==> src/rtl/axil_arbiter_wr_rr.sv <==
`default_nettype none
// ============================================================================
// Module   : axil_arbiter_wr_rr
// Purpose  : AXI-Lite write-channel arbiter, fixed-priority or round-robin,
//            with zero-bubble regrant. Optional watchdog: AXIL_ARB_TIMEOUT_EN.
// Revision : 1.0 - initial release
// ============================================================================
module axil_arbiter_wr_rr #(
    parameter int NUMBER_MASTER  = 4,
    parameter int ARB_MODE       = 1,
    parameter int TIMEOUT_CYCLES = 256
) (
    input  logic                             aclk,
    input  logic                             aresetn,
    input  logic [NUMBER_MASTER-1:0]         request_wr,
    output logic [NUMBER_MASTER-1:0]         grant_wr,
    output logic [$clog2(NUMBER_MASTER)-1:0] grant_wr_id,
    output logic                             grant_valid,
    input  logic                             s_axil_bvalid,
    input  logic [NUMBER_MASTER-1:0]         m_axil_bready,
    output logic                             timeout_err
);

    localparam int ID_W  = $clog2(NUMBER_MASTER);
    localparam int IDX_W = ID_W + 1;

    typedef enum logic [0:0] {
        ST_IDLE = 1'b0,
        ST_ACKN = 1'b1
    } state_t;

    state_t                   state_q, state_d;
    logic [NUMBER_MASTER-1:0] grant_q, grant_d;
    logic [ID_W-1:0]          grant_id_q, grant_id_d;
    logic [ID_W-1:0]          rr_ptr_q, rr_ptr_d;

    logic                     w_done;
    logic                     w_timeout_hit;
    logic                     w_release;
    logic                     w_load;
    logic [ID_W-1:0]          w_ptr_next;
    logic [ID_W-1:0]          w_start;
    logic [ID_W-1:0]          w_sel;

    // First set request bit at or after ptr, wrapping modulo NUMBER_MASTER.
    function automatic logic [ID_W-1:0] f_select(
        input logic [NUMBER_MASTER-1:0] req,
        input logic [ID_W-1:0]          ptr
    );
        logic [ID_W-1:0]  sel;
        logic             found;
        logic [IDX_W-1:0] idx;
        sel   = '0;
        found = 1'b0;
        for (int i = 0; i < NUMBER_MASTER; i++) begin
            idx = {1'b0, ptr} + IDX_W'(i);
            if (idx >= IDX_W'(NUMBER_MASTER)) begin
                idx = idx - IDX_W'(NUMBER_MASTER);
            end
            if (!found && req[idx[ID_W-1:0]]) begin
                found = 1'b1;
                sel   = idx[ID_W-1:0];
            end
        end
        return sel;
    endfunction

    function automatic logic [ID_W-1:0] f_incr(input logic [ID_W-1:0] id);
        logic [IDX_W-1:0] s;
        s = {1'b0, id} + IDX_W'(1);
        if (s == IDX_W'(NUMBER_MASTER)) begin
            s = '0;
        end
        return s[ID_W-1:0];
    endfunction

    assign grant_wr    = grant_q;
    assign grant_wr_id = grant_id_q;
    assign grant_valid = |grant_q;

    assign w_done     = grant_valid && s_axil_bvalid && m_axil_bready[grant_id_q];
    assign w_release  = w_done || w_timeout_hit;
    // The regrant search in the releasing cycle must already see the advanced pointer.
    assign w_ptr_next = w_release ? f_incr(grant_id_q) : rr_ptr_q;
    assign w_start    = (ARB_MODE == 1) ? w_ptr_next : '0;
    assign w_sel      = f_select(request_wr, w_start);

    always_comb begin
        state_d    = state_q;
        grant_d    = grant_q;
        grant_id_d = grant_id_q;
        rr_ptr_d   = w_ptr_next;
        w_load     = 1'b0;
        case (state_q)
            ST_IDLE: begin
                if (|request_wr) begin
                    w_load = 1'b1;
                end
            end
            ST_ACKN: begin
                if (w_release) begin
                    if (|request_wr) begin
                        w_load = 1'b1;
                    end else begin
                        state_d    = ST_IDLE;
                        grant_d    = '0;
                        grant_id_d = '0;
                    end
                end
            end
            default: begin
                state_d    = ST_IDLE;
                grant_d    = '0;
                grant_id_d = '0;
            end
        endcase
        if (w_load) begin
            state_d    = ST_ACKN;
            grant_d    = {{(NUMBER_MASTER-1){1'b0}}, 1'b1} << w_sel;
            grant_id_d = w_sel;
        end
    end

    always_ff @(posedge aclk) begin
        if (!aresetn) begin
            state_q    <= ST_IDLE;
            grant_q    <= '0;
            grant_id_q <= '0;
            rr_ptr_q   <= '0;
        end else begin
            state_q    <= state_d;
            grant_q    <= grant_d;
            grant_id_q <= grant_id_d;
            rr_ptr_q   <= rr_ptr_d;
        end
    end

`ifdef AXIL_ARB_TIMEOUT_EN
    localparam int CNT_W = $clog2(TIMEOUT_CYCLES + 1);

    logic [CNT_W-1:0] tmo_cnt_q, tmo_cnt_d;
    logic             timeout_err_q, timeout_err_d;

    // A completion in the expiry cycle takes precedence over the watchdog.
    assign w_timeout_hit = (state_q == ST_ACKN) && !w_done &&
                           (tmo_cnt_q == CNT_W'(TIMEOUT_CYCLES - 1));

    always_comb begin
        tmo_cnt_d     = tmo_cnt_q + CNT_W'(1);
        timeout_err_d = w_timeout_hit;
        if (w_load || w_release || (state_q != ST_ACKN)) begin
            tmo_cnt_d = '0;
        end
    end

    always_ff @(posedge aclk) begin
        if (!aresetn) begin
            tmo_cnt_q     <= '0;
            timeout_err_q <= 1'b0;
        end else begin
            tmo_cnt_q     <= tmo_cnt_d;
            timeout_err_q <= timeout_err_d;
        end
    end

    assign timeout_err = timeout_err_q;
`else
    logic [31:0] w_unused_timeout;

    assign w_unused_timeout = 32'(TIMEOUT_CYCLES);
    assign w_timeout_hit    = 1'b0;
    assign timeout_err      = 1'b0;
`endif

endmodule
`default_nettype wire

==> config.mk <==
export PLATFORM = sky130hd
export DESIGN_NAME = axil_arbiter_wr_rr
export DESIGN_NICKNAME = d
export VERILOG_FILES = /design/src/rtl/axil_arbiter_wr_rr.sv
export SDC_FILE = /design/constraint.sdc
export NUM_CORES = 1
export LEC_CHECK = 0
export BUFFER_PORTS_ARGS = -buffer_cell sky130_fd_sc_hd__buf_4
export CORE_UTILIZATION = 41
export DETAILED_ROUTE_END_ITERATION = 6
export GPL_ROUTABILITY_DRIVEN = 0
export PLACE_DENSITY = 0.7
export SLEW_MARGIN = 25
export SYNTH_ARGS = -nofsm -noshare
export SYNTH_HDL_FRONTEND = slang
export SYNTH_SLANG_ARGS = --single-unit
==> constraint.sdc <==
create_clock -name aclk -period 2.73 [get_ports aclk]
set_clock_uncertainty 0.1 [all_clocks]
set_input_delay 0.819 -clock aclk [delete_from_list [all_inputs] [get_ports aclk]]
set_output_delay 0.819 -clock aclk [all_outputs]
set_load 0.05 [all_outputs]
==> summary.txt <==
Core area: 0.00117 mm2
HPWL Detailed: 875 um
Post-route cell area: 723 um2
Synthesis-to-layout area growth: 34.1%
End of the worst register-to-register path: grant_wr[2]$_SDFFE_PN0P_
Final-report hold violation count: 0
Share of cells above drive strength 1: 37.7%
Worst-Margin Slew: 655 ps
Maximum number of pins on one net before global-route repair: 12
CP required: 2780 ps
Buffers & Inverters on Critical Path: 1
# IOs: 19
CTS buffer count: 3
Routed Antenna Nets: 0
Synth Warn #: 0
Critical R2R Launch: grant_wr_id[0]$_SDFFE_PN0P_
Final Util: 61.8%
Worst Hold Class: flop to flop
Tcrit/Tclk final: 93.7%
Crit-path cells: buf_4, mux4_2, nand3_4, mux2i_4, and3b_1, nor4_4, nand3b_1, a21boi_1
Worst hold stages: 2
Worst hold slack: 378 ps
Vias post-DR: 474
XOR/XNOR Fraction of Synth Area: 0%
Sequential area share after synthesis: 33.4%
Max-slew violations: 0
Initial DRC count: 6
DRC viols: 0
Unrepaired setup endpoints after global routing: no
Residual overflow from global routing: 0
Clk buf depth: 2
Die width: 38.3 um
Die Area: 0.00146 mm2
Dominant cell type by area after synthesis: dfxtp_1
Syn Inst Count: 56
Hold_sp: grant_wr[2]$_SDFFE_PN0P_
Mapped Nets: 68
Global-route usage over all layers: 18.4%
Asr flop ratio synth: 0%
TritonRoute pass-1 iters: 4
Maximum VDD drop: 0.294 mV
R2R depth: 7
Largest family of logic cells by synthesized area: simple AND/OR/NAND/NOR gates
Ant. Diodes: 0
Fin crit period: 2560 ps
Max Fclk: 0.391 GHz
Run status: complete, no violations
Dpl ws: -155 ps
Port buffer count: 17
Adder-cell share of the synthesized area: 2.32%
H-tree levels: 1
Clock sinks: 9
Filler Cells Inserted: 107
PwrDens: 537 mW/mm2
First-pass GRT wire length: 1820 um
Top cells by instance count after synthesis: dfxtp_1, nand2_1, nand2b_1
Leak: 0.306 nW
Synth Area in Compound Gates: 12.8%
TritonCTS clock tree: built
Synthesized area: 539 um2
Antenna violations before repair: 0
Avg WL per Cell: 12.0 um
Cts-stage hold buffer count: 0
Number of synthesized flops with an enable pin: 0
Register bit total from synthesis: 9
Max-cap viol count: 0
Share of the synthesized area in the top cell type: 33.4%
Prevailing post-synth register cell: dfxtp_1
Final count of negative-setup-slack endpoints: 0
Vias in the first global route: 426
Crit end category: flop
Post-CTS Setup Inserts: 0
Final WL: 1100 um
Most instantiated library cell after synthesis: dfxtp_1
Total negative slack: 0 ps
Clk pin slew, worst setup/hold paths: 60 ps
WS Path Type: primary input to flop
Initial core utilization: 46.0%
CP max FO: 6
Non-Filler Instances: 91
Die Y-Extent: 38.3 um
Total power: 0.388 mW
Reg-to-reg setup timing slack: 350 ps
Slowest cell delay on critical path: 500 ps
Slowest cell on the critical path: mux4_2
Clock Latency Late Sink: 260 ps
Area after DPL: 688 um2
Mean Syn Cell Area: 9.63 um2
Clock Tree Root: clkbuf_4
Simple-gate portion of the synthesized area: 36.0%
Vias per cell: 5.21
Worst Setup Slack, final: 173 ps
Largest cells by area after synthesis: dfxtp_1, nand2b_1, a21boi_1
Distinct cells, synth: 31
Nets: 90
Slew HR: 55.9%
Critical path startpoint category: primary input
Critical Path AT: 2610 ps
Family with the most delay on the worst path: multiplexers
Post-synthesis mux area share: 12.1%
Total placed cells including tap cells: 87
Row cnt: 12
Hold EP: grant_wr[2]$_SDFFE_PN0P_
==> metal layers <==
metal,track usage (%),vias up,wire length (um)
met2,30.5,18,516
li1,-,244,-
met4,10.7,0,49
met1,22.7,208,476
met5,0,-,0
met3,1.74,4,54
==> where the power goes <==
part	leakage (nW)	switching, mW	internal (mW)
Sequential	0.0736	0.00704	0.140
Combinational	0.217	0.0803	0.0573
Clock	0.0150	0.0472	0.0564
==> state kept, by name, summed over array words and instances, names as in the netlist <==
register	flops
grant_wr	4
grant_wr_id	2
rr_ptr_q	2
state_q	1
==> cells by family after synthesis <==
logic type	after synthesis
fa+ha+maj	1
other cells	1
simple gates	28
flops	9
mux	4
compound gates	10
buf+inv	3
==> layout by cell type (no fill, tap or decap), drive strengths merged <==
cell type  synthesis  routed
nand2              6       6
mux4               1       1
and3               1       1
conb               1       1
clkbuf             1       4
mux2i              3       3
inv                1       1
nor2               3       3
nand2b             4       4
and3b              1       1
o21ai              2       2
nand3              4       4
a22oi              1       1
a21boi             4       4
buf                1      19
o2bb2ai            1       1
nor3               1       1
nor4               3       3
nand3b             1       1
ha                 1       1
nor2b              3       3
dfxtp              9       9
or4                1       1
a21oi              1       1
o31ai              1       1
==> how the worst max path moves through the flow <==
stage	cells past startpoint	start	slack [ps]	end
3_5_place_dp	8	m_axil_bready[3]	-150	grant_wr[2]$_SDFFE_PN0P_
4_1_cts	8	m_axil_bready[3]	90	grant_wr[3]$_SDFFE_PN0P_
5_1_grt	8	m_axil_bready[3]	8	grant_wr[3]$_SDFFE_PN0P_
2_1_floorplan	7	m_axil_bready[3]	100	grant_wr[2]$_SDFFE_PN0P_
3_3_place_gp	8	m_axil_bready[3]	-130	grant_wr[2]$_SDFFE_PN0P_
6_report	8	m_axil_bready[3]	170	grant_wr[2]$_SDFFE_PN0P_
==> area by class of cell <==
type	count	area, um2	share of cell area [%]
clock buffers	4	26.3	3.63
inverters	1	3.75	0.519
multi-input cells	44	353	48.8
flip-flops and latches	9	180	24.9
well taps	14	17.5	2.42
repair buffers	19	143	19.7
==> worst register-to-register path, cell delays in order, from the launching register on <==
cell,delay [ps]
dfxtp_1,420
mux4_2,570
nand3_4,140
mux2i_4,320
and3b_1,240
nor4_4,270
nand3b_1,150
a21boi_1,60
==> timing repair <==
item / CTS / global route
endpoints found under the setup margin: 0 / 4
gates resized for setup: 0 / 1
endpoints found under the hold margin: 0 / 0
Power figures use the tool's default switching activity.
